`src/rtl/fifo_pkg.sv`:
```
// Shared async-FIFO constants and pointer coding helpers.
package fifo_pkg;

  localparam int FIFO_PTR_WIDTH  = 4;
  localparam int FIFO_ADDR_WIDTH = FIFO_PTR_WIDTH - 1;
  localparam int FIFO_DEPTH      = 1 << FIFO_ADDR_WIDTH;

  typedef logic [FIFO_PTR_WIDTH-1:0] ptr_t;

  // Binary to reflected Gray; adjacent binary values differ in one Gray bit.
  function automatic ptr_t bin2gray(ptr_t b);
    return b ^ (b >> 1);
  endfunction

  // Gray to binary: each binary bit is the XOR of all Gray bits at or above it.
  function automatic ptr_t gray2bin(ptr_t g);
    ptr_t b;
    b[FIFO_PTR_WIDTH-1] = g[FIFO_PTR_WIDTH-1];
    for (int i = FIFO_PTR_WIDTH-2; i >= 0; i--) b[i] = b[i+1] ^ g[i];
    return b;
  endfunction

endpackage

```
`src/rtl/gray2bin_conv.sv`:
```
// Combinational Gray-to-binary converter, XOR prefix chain from the MSB down.
module gray2bin_conv #(
  parameter int W = 4
) (
  input  logic [W-1:0] gray,
  output logic [W-1:0] bin
);

  assign bin[W-1] = gray[W-1];

  // Each lower bit folds in the already-decoded bit above it.
  for (genvar i = W-2; i >= 0; i--) begin : g_chain
    assign bin[i] = bin[i+1] ^ gray[i];
  end

endmodule

```
`src/rtl/fifo_rd_ptr_empty.sv`:
```
// Read-side pointer and status for the async FIFO. Owns the binary read
// pointer, publishes a registered Gray copy for the write domain, and derives
// empty / almost_empty / occupancy / underflow from the synchronized Gray
// write pointer. Everything is registered; no input reaches an output
// combinationally.
module fifo_rd_ptr_empty
  import fifo_pkg::*;
#(
  parameter int PTR_WIDTH = FIFO_PTR_WIDTH,
  parameter int AE_THRESH = 1
) (
  input  logic                 clk,
  input  logic                 rst,
  input  logic                 rd_inc,
  input  logic [PTR_WIDTH-1:0] wr_ptr_gray_sync,
  input  logic                 clr_underflow,
  output logic [PTR_WIDTH-2:0] rd_addr,
  output logic [PTR_WIDTH-1:0] rd_ptr_gray,
  output logic                 empty,
  output logic                 almost_empty,
  output logic [PTR_WIDTH-1:0] occupancy,
  output logic                 underflow
);

  // Threshold widened by one bit so AE_THRESH == DEPTH still compares cleanly.
  localparam logic [PTR_WIDTH:0] AE_LIM = (PTR_WIDTH+1)'(AE_THRESH);

  logic [PTR_WIDTH-1:0] rd_bin;
  logic [PTR_WIDTH-1:0] rd_bin_next;
  logic [PTR_WIDTH-1:0] rd_gray_next;
  logic [PTR_WIDTH-1:0] wr_bin_sync;
  logic [PTR_WIDTH-1:0] occ_next;
  logic                 pop;
  logic                 under_evt;

  gray2bin_conv #(.W(PTR_WIDTH)) u_wr_g2b (
    .gray (wr_ptr_gray_sync),
    .bin  (wr_bin_sync)
  );

  // Pop qualification and next-pointer / next-status arithmetic. Status is
  // computed from rd_bin_next so a pop and a write-pointer move in the same
  // cycle are both reflected on the following edge.
  always_comb begin
    pop          = rd_inc & ~empty;
    under_evt    = rd_inc & empty;
    rd_bin_next  = rd_bin + {{(PTR_WIDTH-1){1'b0}}, pop};
    rd_gray_next = rd_bin_next ^ (rd_bin_next >> 1);
    occ_next     = wr_bin_sync - rd_bin_next;
  end

  // Pointer registers: binary and Gray copies move on the same edge, Gray
  // changes in at most one bit because rd_bin steps by at most one.
  always_ff @(posedge clk or posedge rst) begin
    if (rst) begin
      rd_bin      <= '0;
      rd_ptr_gray <= '0;
    end else begin
      rd_bin      <= rd_bin_next;
      rd_ptr_gray <= rd_gray_next;
    end
  end

  // Status registers; empty comes from the Gray compare and agrees with
  // occupancy == 0 because Gray coding is a bijection.
  always_ff @(posedge clk or posedge rst) begin
    if (rst) begin
      empty        <= 1'b1;
      almost_empty <= 1'b1;
      occupancy    <= '0;
    end else begin
      empty        <= (rd_gray_next == wr_ptr_gray_sync);
      almost_empty <= ({1'b0, occ_next} <= AE_LIM);
      occupancy    <= occ_next;
    end
  end

  // Sticky underflow; a new event beats a clear in the same cycle.
  always_ff @(posedge clk or posedge rst) begin
    if (rst)                underflow <= 1'b0;
    else if (under_evt)     underflow <= 1'b1;
    else if (clr_underflow) underflow <= 1'b0;
  end

  assign rd_addr = rd_bin[PTR_WIDTH-2:0];

endmodule

```
`config.mk`:
```
export PLATFORM = sky130hd
export DESIGN_NAME = fifo_rd_ptr_empty
export DESIGN_NICKNAME = d
export VERILOG_FILES = /design/src/rtl/fifo_pkg.sv /design/src/rtl/gray2bin_conv.sv /design/src/rtl/fifo_rd_ptr_empty.sv
export SDC_FILE = /design/constraint.sdc
export NUM_CORES = 1
export LEC_CHECK = 0
export BUFFER_PORTS_ARGS = -buffer_cell sky130_fd_sc_hd__buf_4
export CORE_MARGIN = 2
export CORE_UTILIZATION = 49
export CTS_CLUSTER_SIZE = 14
export DETAILED_ROUTE_END_ITERATION = 7
export GPL_ROUTABILITY_DRIVEN = 0
export GPL_TIMING_DRIVEN = 0
export PLACE_DENSITY = 0.75
export SLEW_MARGIN = 20
export SYNTH_ARGS = -nofsm -noshare
export SYNTH_HDL_FRONTEND = slang
export SYNTH_HIERARCHICAL = 1
export SYNTH_SLANG_ARGS = --single-unit
export TNS_END_PERCENT = 20
```
`constraint.sdc`:
```
create_clock -name clk -period 2.97 [get_ports clk]
set_clock_uncertainty 0.15 [all_clocks]
set_input_delay 0.7425 -clock clk [delete_from_list [all_inputs] [get_ports clk]]
set_output_delay 0.7425 -clock clk [all_outputs]
set_load 0.1 [all_outputs]
```
==> impl_metrics.toml, run 1 <==
[run_status]
status = "finished clean"

[clock_tree]
hold_buffers = 0
cts_resized = 0
path_clk_slew_ns = 0.08
cts_max_level = 1
cts_tree = "built"
post-cts-setup-buffers = 0
cts_buffers = 3
clockRootBuffer = "clkbuf_4"
cts_sinks = 14
clock_path_buffers = 2
insertion_delay_ns = 0.28

[logic_synthesis]
yosysTopAreaCellShare_pct = 38.83
ys.flop_type = "dfrtp_1"
synth_cell_types = 27
postSynthAreaPerCell_sq_um = 11.21
synth_largest_area_cell = "dfrtp_1"
synth_common_cells = "dfrtp_1 (12), xnor2_1 (9), inv_1 (5), nand2_1 (5), ha_1 (4)"
yosysWarnings = 6
yosysMostFrequentCell = "dfrtp_1"
postSynthNetCount = 81
ys_ff_latch = 14
synth_area_sq_um = 773.2
synthCells = 69
ys_seq_area_share_pct = 45.63
synthArstFlopShare_pct = 100.0
synth_area_leaders = "dfrtp_1 (39%), xnor2_1 (10%), dfstp_2 (6.8%)"
synth_edf_count = 0

[floorplanning]
die-area_sq_um = 1912
die_w_microns = 43.73
core_sq_um = 1489
initial_utilization_pct = 51.93
die_h_microns = 43.73
row_count = 14
ioPinCount = 22

[sta]
hold_viol_final = 0
tightest_slew_ns = 0.5138
slew_violations = 0
min_period_ns = 2.725
rsz0062_at_grt = "false"
timing.hold.ws_ns = 0.3406
setup_viol = 0
min_period_over_period_pct = 91.74
layout_setup_ws_ns = 0.2454
max_slew_margin_pct = 65.71
fmax_mhz = 367.0

[cells_and_area]
syn2layout_area_growth_pct = 27.67
final_cell_count_no_fill = 110
num_antenna_cells = 0
num-nets-final = 107
fill_cells = 121
layout-drive-gt1-share_pct = 32.98

[global_routing]
overflow = 0
grt_usage_pct = 17.25
antenna_found_initial = 0
grt_max_degree = 15
grt_pass1_wl_microns = 2408
grt_pass1_vias = 579

[drt]
routedWlPerCell_microns = 12.71
drcViolationCount = 0
vias_per_cell = 5.355
num_vias = 589
drt-initial-drc-count = 8
ant_nets = 0
detailedRoute.firstPassIterationCount = 4
wl_microns = 1398

[hold_path]
hold_class = "input pin to async pin"

[placed_design]
numPlacedInstances = 106
dp_slack_ns = -0.02312
io_buffers = 21
place_hpwl_microns = 1071

[setup_path]
endpoint_kind = "flip-flop"
r2r_start = "empty"
worstPathArrival_ns = 2.73
startpoint_type = "input pin"
path_class = "input pin to flip-flop"
cp_max_fo = 6
crit_start = "rd_inc"
worstPathRequired_ns = 2.98

[flow_run]
cap_violations = 0
[through the flow]
stage	utilization [%]	TNS, ns	instance area (sq um)
floorplan	-	0	773.2
global placement	63.87	-0.02674	950.9
detailed placement	63.87	-0.02312	950.9
CTS	66.30	0	987.2
global route	66.30	0	987.2
finish	66.30	0	987.2
[layout by cell type (no fill, tap or decap), drive strengths merged, types with 3 or more instances in the layout]
cell type,instances
buf,22
clkbuf,4
dfrtp,12
ha,4
inv,6
nand2,5
nand3,3
nor2,3
nor2b,3
xnor2,10
xor2,4
[layout make-up]
cell class	count	area (sq um)	share of cell area [%]
buffer	1	7.507	0.7605
clock buffer	4	36.28	3.676
inverter	6	22.52	2.281
multi-input combinational	48	390.4	39.54
sequential	14	352.8	35.74
tap	16	20.02	2.028
timing repair buffer	21	157.7	15.97
[state kept, by name (all words and copies together) (netlist names)]
name / count
empty: 1
rd_bin: 4
almost_empty: 1
underflow: 1
rd_ptr_gray: 3
occupancy: 4
[layer usage]
layer	track usage (%)	vias to the layer above	share of wire [%]
met3	1.250	2	5.4
met1	22.01	278	44
li1	-	286	-
met5	0	-	0
met4	9.091	0	0.57
met2	29.12	23	50
[critical path, cell delays in order]
cell and delay (ns):
buf_4 0.11, nor2b_1 0.13, ha_1 0.24, ha_1 0.29, xnor2_4 0.32, xnor2_1 0.12
or3_1 0.36, a2111oi_1 0.42
[cells by family (layout without fill, tap and decap cells)]
group	count (synthesis)	after routing	share of synthesized area, %
compound gates	6	6	5.662
xor+xnor	15	15	22.33
fa+ha+maj	4	4	6.473
buf+inv	7	32	3.884
flops	14	14	45.63
simple gates	23	23	16.02
[worst paths after layout]
check / cells after the start / slack, ns / to
max in group asynchronous: 2 / 1.97 / empty
min: 2 / 0.34 / occupancy[3]
max reg2reg: 7 / 0.35 / empty
min in group clk: 2 / 0.38 / underflow
min reg2reg: 2 / 0.38 / underflow
max: 8 / 0.25 / empty
Power of run 1 is not shown: default switching activity piles up to over one toggle a cycle in this logic, so the estimate is an artifact.
==> run 2: changes to the inputs <==
--- a/config.mk
+++ b/config.mk
@@ -12,7 +12,7 @@
 export DETAILED_ROUTE_END_ITERATION = 7
 export GPL_ROUTABILITY_DRIVEN = 0
 export GPL_TIMING_DRIVEN = 0
-export PLACE_DENSITY = 0.75
+export PLACE_DENSITY_LB_ADDON = 0.2
 export SLEW_MARGIN = 20
 export SYNTH_ARGS = -nofsm -noshare
 export SYNTH_HDL_FRONTEND = slang
==> run 2 against run 1 <==
Compared with the run above: sequential cell count stayed put; final area is 1.4% lower; fmax is 0.61% lower; sequential share of layout area is 0.51 points higher; die area stayed put; worst hold slack better by 0.0093 ns; non-clock buffer count stayed put; critical path depth stayed put.
==> impl_metrics.toml, run 2 (synthesis gave the netlist of run 1 again) <==
[run_status]
status = "finished clean"

[setup_path]
crit_slowest_cell = "a2111oi_1"
ff2ff_setup_slack_ns = 0.35
timing.rr.end = "empty"
worstRegToRegCells = 7
r2r_start = "empty"
path_class = "input pin to flip-flop"
max_stage_delay_ns = 0.43
endpoint_kind = "flip-flop"
cp_max_fo = 6
cp_common_cell = "ha_1"
startpoint_type = "input pin"
worstPathArrival_ns = 2.74
worstPathRequired_ns = 2.97
path_cells = "buf_4 > nor2b_1 > ha_1 > ha_1 > xnor2_4 > xnor2_1 > or3_1 > a2111oi_1"

[floorplanning]
die_w_microns = 43.73
ioPinCount = 22
initial_utilization_pct = 51.93
die-area_sq_um = 1912
core_sq_um = 1489
die_h_microns = 43.73
row_count = 14

[global_routing]
grt_pass1_vias = 550
overflow = 0
grt_max_degree = 15
grt_pass1_wl_microns = 2421
antenna_found_initial = 0
grt_usage_pct = 17.53

[drt]
wl_met3_microns = 106
drcViolationCount = 0
ant_nets = 0
num_vias = 552
detailedRoute.firstPassIterationCount = 4
routedWlPerCell_microns = 12.02
wl_met2_microns = 622
maxUsedRoutingLayer = "met4"
vias_per_cell = 5.064
drt-initial-drc-count = 5
wl_microns = 1310
met1_length_microns = 566

[sta]
timing.hold.ws_ns = 0.3499
max_slew_margin_pct = 66.15
rsz0062_at_grt = "false"
min_period_over_period_pct = 92.30
setup_tns_ns = 0
setup_viol = 0
slew_violations = 0
tightest_slew_ns = 0.5071
fmax_mhz = 364.8
hold_viol_final = 0
min_period_ns = 2.741

[cells_and_area]
layout_commonest_cell = "buf_4"
final_cell_count_no_fill = 109
seqCellArea_sq_um = 352.8
fill_cells = 124
syn2layout_area_growth_pct = 25.89
num-nets-final = 107
fin_util_pct = 65.38
num_antenna_cells = 0
layout-drive-gt1-share_pct = 32.26
reg_top3 = "occupancy (4), rd_bin (4), rd_ptr_gray (3)"
multi_input_area_sq_um = 390.4
layout_common_cells = "buf_4 (22), dfrtp_1 (12), xnor2_1 (9), inv_1 (5), nand2_1 (5)"

[placed_design]
io_buffers = 21
numPlacedInstances = 106
place_hpwl_microns = 1073

[clock_tree]
clock_path_buffers = 2
cts_resized = 0
cts_buffers = 3
path_clk_slew_ns = 0.08
cts_max_level = 1
clockRootBuffer = "clkbuf_4"
cts_tree = "built"
hold_buffers = 0
insertion_delay_ns = 0.27
cts_sinks = 14
post-cts-setup-buffers = 0

[hold_path]
hold_class = "input pin to async pin"

[flow_run]
cap_violations = 0
## run 2: how the worst max path moves through the flow
stage                     slack [ns]  depth (start not counted)  startpoint    end
after global placement         -0.02                          8      rd_inc  empty
final                           0.23                          8      rd_inc  empty
after detailed placement       -0.03                          8      rd_inc  empty
after floorplan                 0.14                          6   rd_bin[0]  empty
after CTS                       0.23                          8      rd_inc  empty
after global routing            0.09                          8      rd_inc  empty
## run 2: final cells by class
type	instances	share of cell area, %
multi-input combinational	48	40.10
sequential	14	36.25
timing repair buffer	21	16.20
clock buffer	3	2.314
inverter	6	2.314
tap	16	2.057
buffer	1	0.7712
## run 2: metal layers
metal,track usage [%],vias to the layer above
li1,-,287
met1,24.19,238
met2,27.35,25
met3,2.917,2
met4,7.273,0
met5,0,-
## run 2: critical path: cells and delay by family
kind / cells / cell delay, ns
and+or+nand+nor: 2 / 0.48
AOI/OAI and AO/OA: 1 / 0.43
adders and majority gates: 2 / 0.53
buffers and inverters: 1 / 0.11
xor gates and xnor gates: 2 / 0.44
## run 2: per-stage QoR
step / setup WS (ns) / area [sq um]
6_report: 0.2286 / 973.4
5_1_grt: 0.08816 / 973.4
4_1_cts: 0.2290 / 973.4
3_5_place_dp: -0.03288 / 950.9
3_3_place_gp: -0.02499 / 950.9
2_1_floorplan: 0.1358 / 773.2
Power of run 2 is left out for the same reason.
==> run 3: changes to the inputs <==
--- a/config.mk
+++ b/config.mk
@@ -5,14 +5,16 @@
 export SDC_FILE = /design/constraint.sdc
 export NUM_CORES = 1
 export LEC_CHECK = 0
+export ABC_AREA = 1
 export BUFFER_PORTS_ARGS = -buffer_cell sky130_fd_sc_hd__buf_4
 export CORE_MARGIN = 2
-export CORE_UTILIZATION = 49
+export CORE_UTILIZATION = 50
 export CTS_CLUSTER_SIZE = 14
 export DETAILED_ROUTE_END_ITERATION = 7
 export GPL_ROUTABILITY_DRIVEN = 0
 export GPL_TIMING_DRIVEN = 0
 export PLACE_DENSITY_LB_ADDON = 0.2
+export SETUP_SLACK_MARGIN = 0.15
 export SLEW_MARGIN = 20
 export SYNTH_ARGS = -nofsm -noshare
 export SYNTH_HDL_FRONTEND = slang
==> run 3 against run 2 <==
Compared with the run above: first-iteration DRC count is 80% higher; synthesized cell count increased by 78%; fmax increased by 13%; core utilization shrank 1.1 points; sequential cell count is the same; largest cell class unchanged; synthesized area grew 13%; register-to-register slack better by 0.27 ns; critical path depth up 4; routed wire length is 27% higher; final area rose by 12%; sequential share of layout area is 3.8 points lower.
==> impl_metrics.toml, run 3 <==
[run_status]
status = "finished clean"

[logic_synthesis]
synthXorXnorAreaFrac_pct = 0
synthArstFlopShare_pct = 100.0
ys_seq_area_share_pct = 40.52
synth-simple-area-share_pct = 39.80
synthCells = 123
yosysMostFrequentCell = "nand2_1"
synth_common_cells = "nand2_1 (46), inv_1 (24), dfrtp_1 (12)"
synth_edf_count = 0
synth_area_leaders = "dfrtp_1 (34%), nand2_1 (20%), inv_1 (10%)"
synth_compound_area_share_pct = 2.730
synthAdderAreaFrac_pct = 5.747
yosysTopAreaCellShare_pct = 34.48
synth_top_family_by_area = "simple AND/OR/NAND/NOR gates"
yosysWarnings = 6
synth_area_sq_um = 870.8
muxShareOfSynthArea_pct = 0
ys_ff_latch = 14
postSynthNetCount = 135
synth_cell_types = 16
synth_largest_area_cell = "dfrtp_1"
ys.flop_type = "dfrtp_1"
postSynthAreaPerCell_sq_um = 7.080

[sta]
slew_violations = 0
setup_tns_ns = 0
fmax_mhz = 413.1
tightest_slew_ns = 0.5097
rsz0062_at_grt = "false"
min_period_over_period_pct = 81.50
max_slew_margin_pct = 65.98
setup_viol = 0
hold_viol_final = 0
min_period_ns = 2.420

[cells_and_area]
seqCellArea_sq_um = 352.8
layout-drive-gt1-share_pct = 25.00
num-nets-final = 161
multi_input_area_sq_um = 420.4
syn2layout_area_growth_pct = 24.71
reg_top3 = "occupancy (4), rd_bin (4), rd_ptr_gray (3)"
layout_commonest_cell = "nand2_1"
num_antenna_cells = 0
fill_cells = 145
layout_common_cells = "nand2_1 (46), inv_1 (24), buf_4 (22), dfrtp_1 (12), nand3_1 (10)"

[setup_path]
worstRegToRegCells = 10
ff2ff_setup_slack_ns = 0.62
cp_common_cell = "nor2_1"
cp_max_fo = 7
crit_family = "adder cells"
endpoint_kind = "flip-flop"
path_buf_inv = 2
worstPathRequired_ns = 3.03
worstPathArrival_ns = 2.48
timing.rr.end = "almost_empty"
path_class = "input pin to flip-flop"
startpoint_type = "input pin"
crit_slowest_cell = "ha_1"
r2r_start = "empty"
path_cells = "buf_4 > inv_1 > nor2_1 > ha_1 > ha_1 > nor2_1 > nor2_1 > ha_1 > nor2_1 > nand3_1 > nand3b_1 > nor2_1"
max_stage_delay_ns = 0.39

[global_routing]
grt_usage_pct = 17.70
grt_max_degree = 15
antenna_found_initial = 0
overflow = 0
grt_pass1_vias = 703
busiest_layer = "met2"
met3_usage_pct = 1.190
grt_use_met1_pct = 20.35
grt_pass1_wl_microns = 2704
met2_usage_pct = 33.24

[drt]
num_vias = 825
ant_nets = 0
wl_microns = 1666
drt-initial-drc-count = 9
drcViolationCount = 0
detailedRoute.firstPassIterationCount = 4
routedWlPerCell_microns = 10.10
vias_per_cell = 5.000

[placed_design]
place_hpwl_microns = 1410
io_buffers = 21

[clock_tree]
cts_buffers = 3
clock_path_buffers = 2
cts_max_level = 1
post-cts-setup-buffers = 0
insertion_delay_ns = 0.27
path_clk_slew_ns = 0.08
clockRootBuffer = "clkbuf_4"
cts_resized = 0
cts_sinks = 14
cts_tree = "built"
hold_buffers = 0

[floorplanning]
initial_utilization_pct = 51.56
die_w_microns = 45.74
die-area_sq_um = 2092
ioPinCount = 22
core_sq_um = 1689
die_h_microns = 45.74
row_count = 15

[flow_run]
cap_violations = 0

[hold_path]
hold_class = "input pin to async pin"
==> run 3: changes by cell type after synthesis, moves of 4 or more <==
cell	previous run	this run
xnor2_1	9	0
inv_1	5	24
nor2_1	3	8
nand3_1	3	10
nand2_2	0	4
nand2_1	5	46
==> run 3: worst max-delay path by stage <==
stage / cells after the start / to / slack (ns) / start
6_report: 12 / almost_empty / 0.55 / rd_inc
4_1_cts: 10 / almost_empty / 0.53 / rd_inc
3_3_place_gp: 10 / almost_empty / 0.27 / rd_inc
2_1_floorplan: 9 / almost_empty / 0.37 / rd_bin[0]
3_5_place_dp: 12 / almost_empty / 0.24 / rd_inc
5_1_grt: 12 / almost_empty / 0.41 / rd_inc
==> run 3: layer usage <==
metal | wire [microns] | vias to the layer above
met3 | 59 | 4
met1 | 715 | 374
met4 | 29 | 0
met2 | 861 | 23
li1 | - | 424
met5 | 0 | -
==> run 3: layout make-up <==
type                    instances  share of cell area (%)
flip-flops and latches         14                   32.49
repair buffers                 21                   14.52
clock buffers                   4                   3.341
well taps                      17                   1.959
plain buffers                   1                  0.6912
multi-input cells              84                   38.71
inverters                      24                   8.295
==> run 3: cell families after synthesis <==
| group | count (synthesis) |
|---|---|
| simple gates | 76 |
| buf+inv | 25 |
| flops | 14 |
| compound gates | 4 |
| fa+ha+maj | 4 |
==> run 3: worst register-to-register path, stage by stage (launching register included) <==
cell      delay, ns
dfstp_2        0.55
nor2_1         0.05
ha_1           0.21
ha_1           0.39
nor2_1         0.27
nor2_1         0.09
ha_1           0.22
nor2_1         0.10
nand3_1        0.10
nand3b_1       0.11
nor2_1         0.05
==> run 3: through the flow <==
stage	cell area (sq um)	std cells	hold slack [ns]	utilization, %	setup WS, ns
global placement	1050	161	0.3695	62.15	0.2731
global route	1086	165	0.4030	64.30	0.4135
CTS	1086	165	0.3666	64.30	0.5292
finish	1086	165	0.3487	64.30	0.5496
floorplan	870.8	123	0.4803	-	0.3720
detailed placement	1050	161	0.3764	62.15	0.2366
Power of run 3 is left out for the same reason.
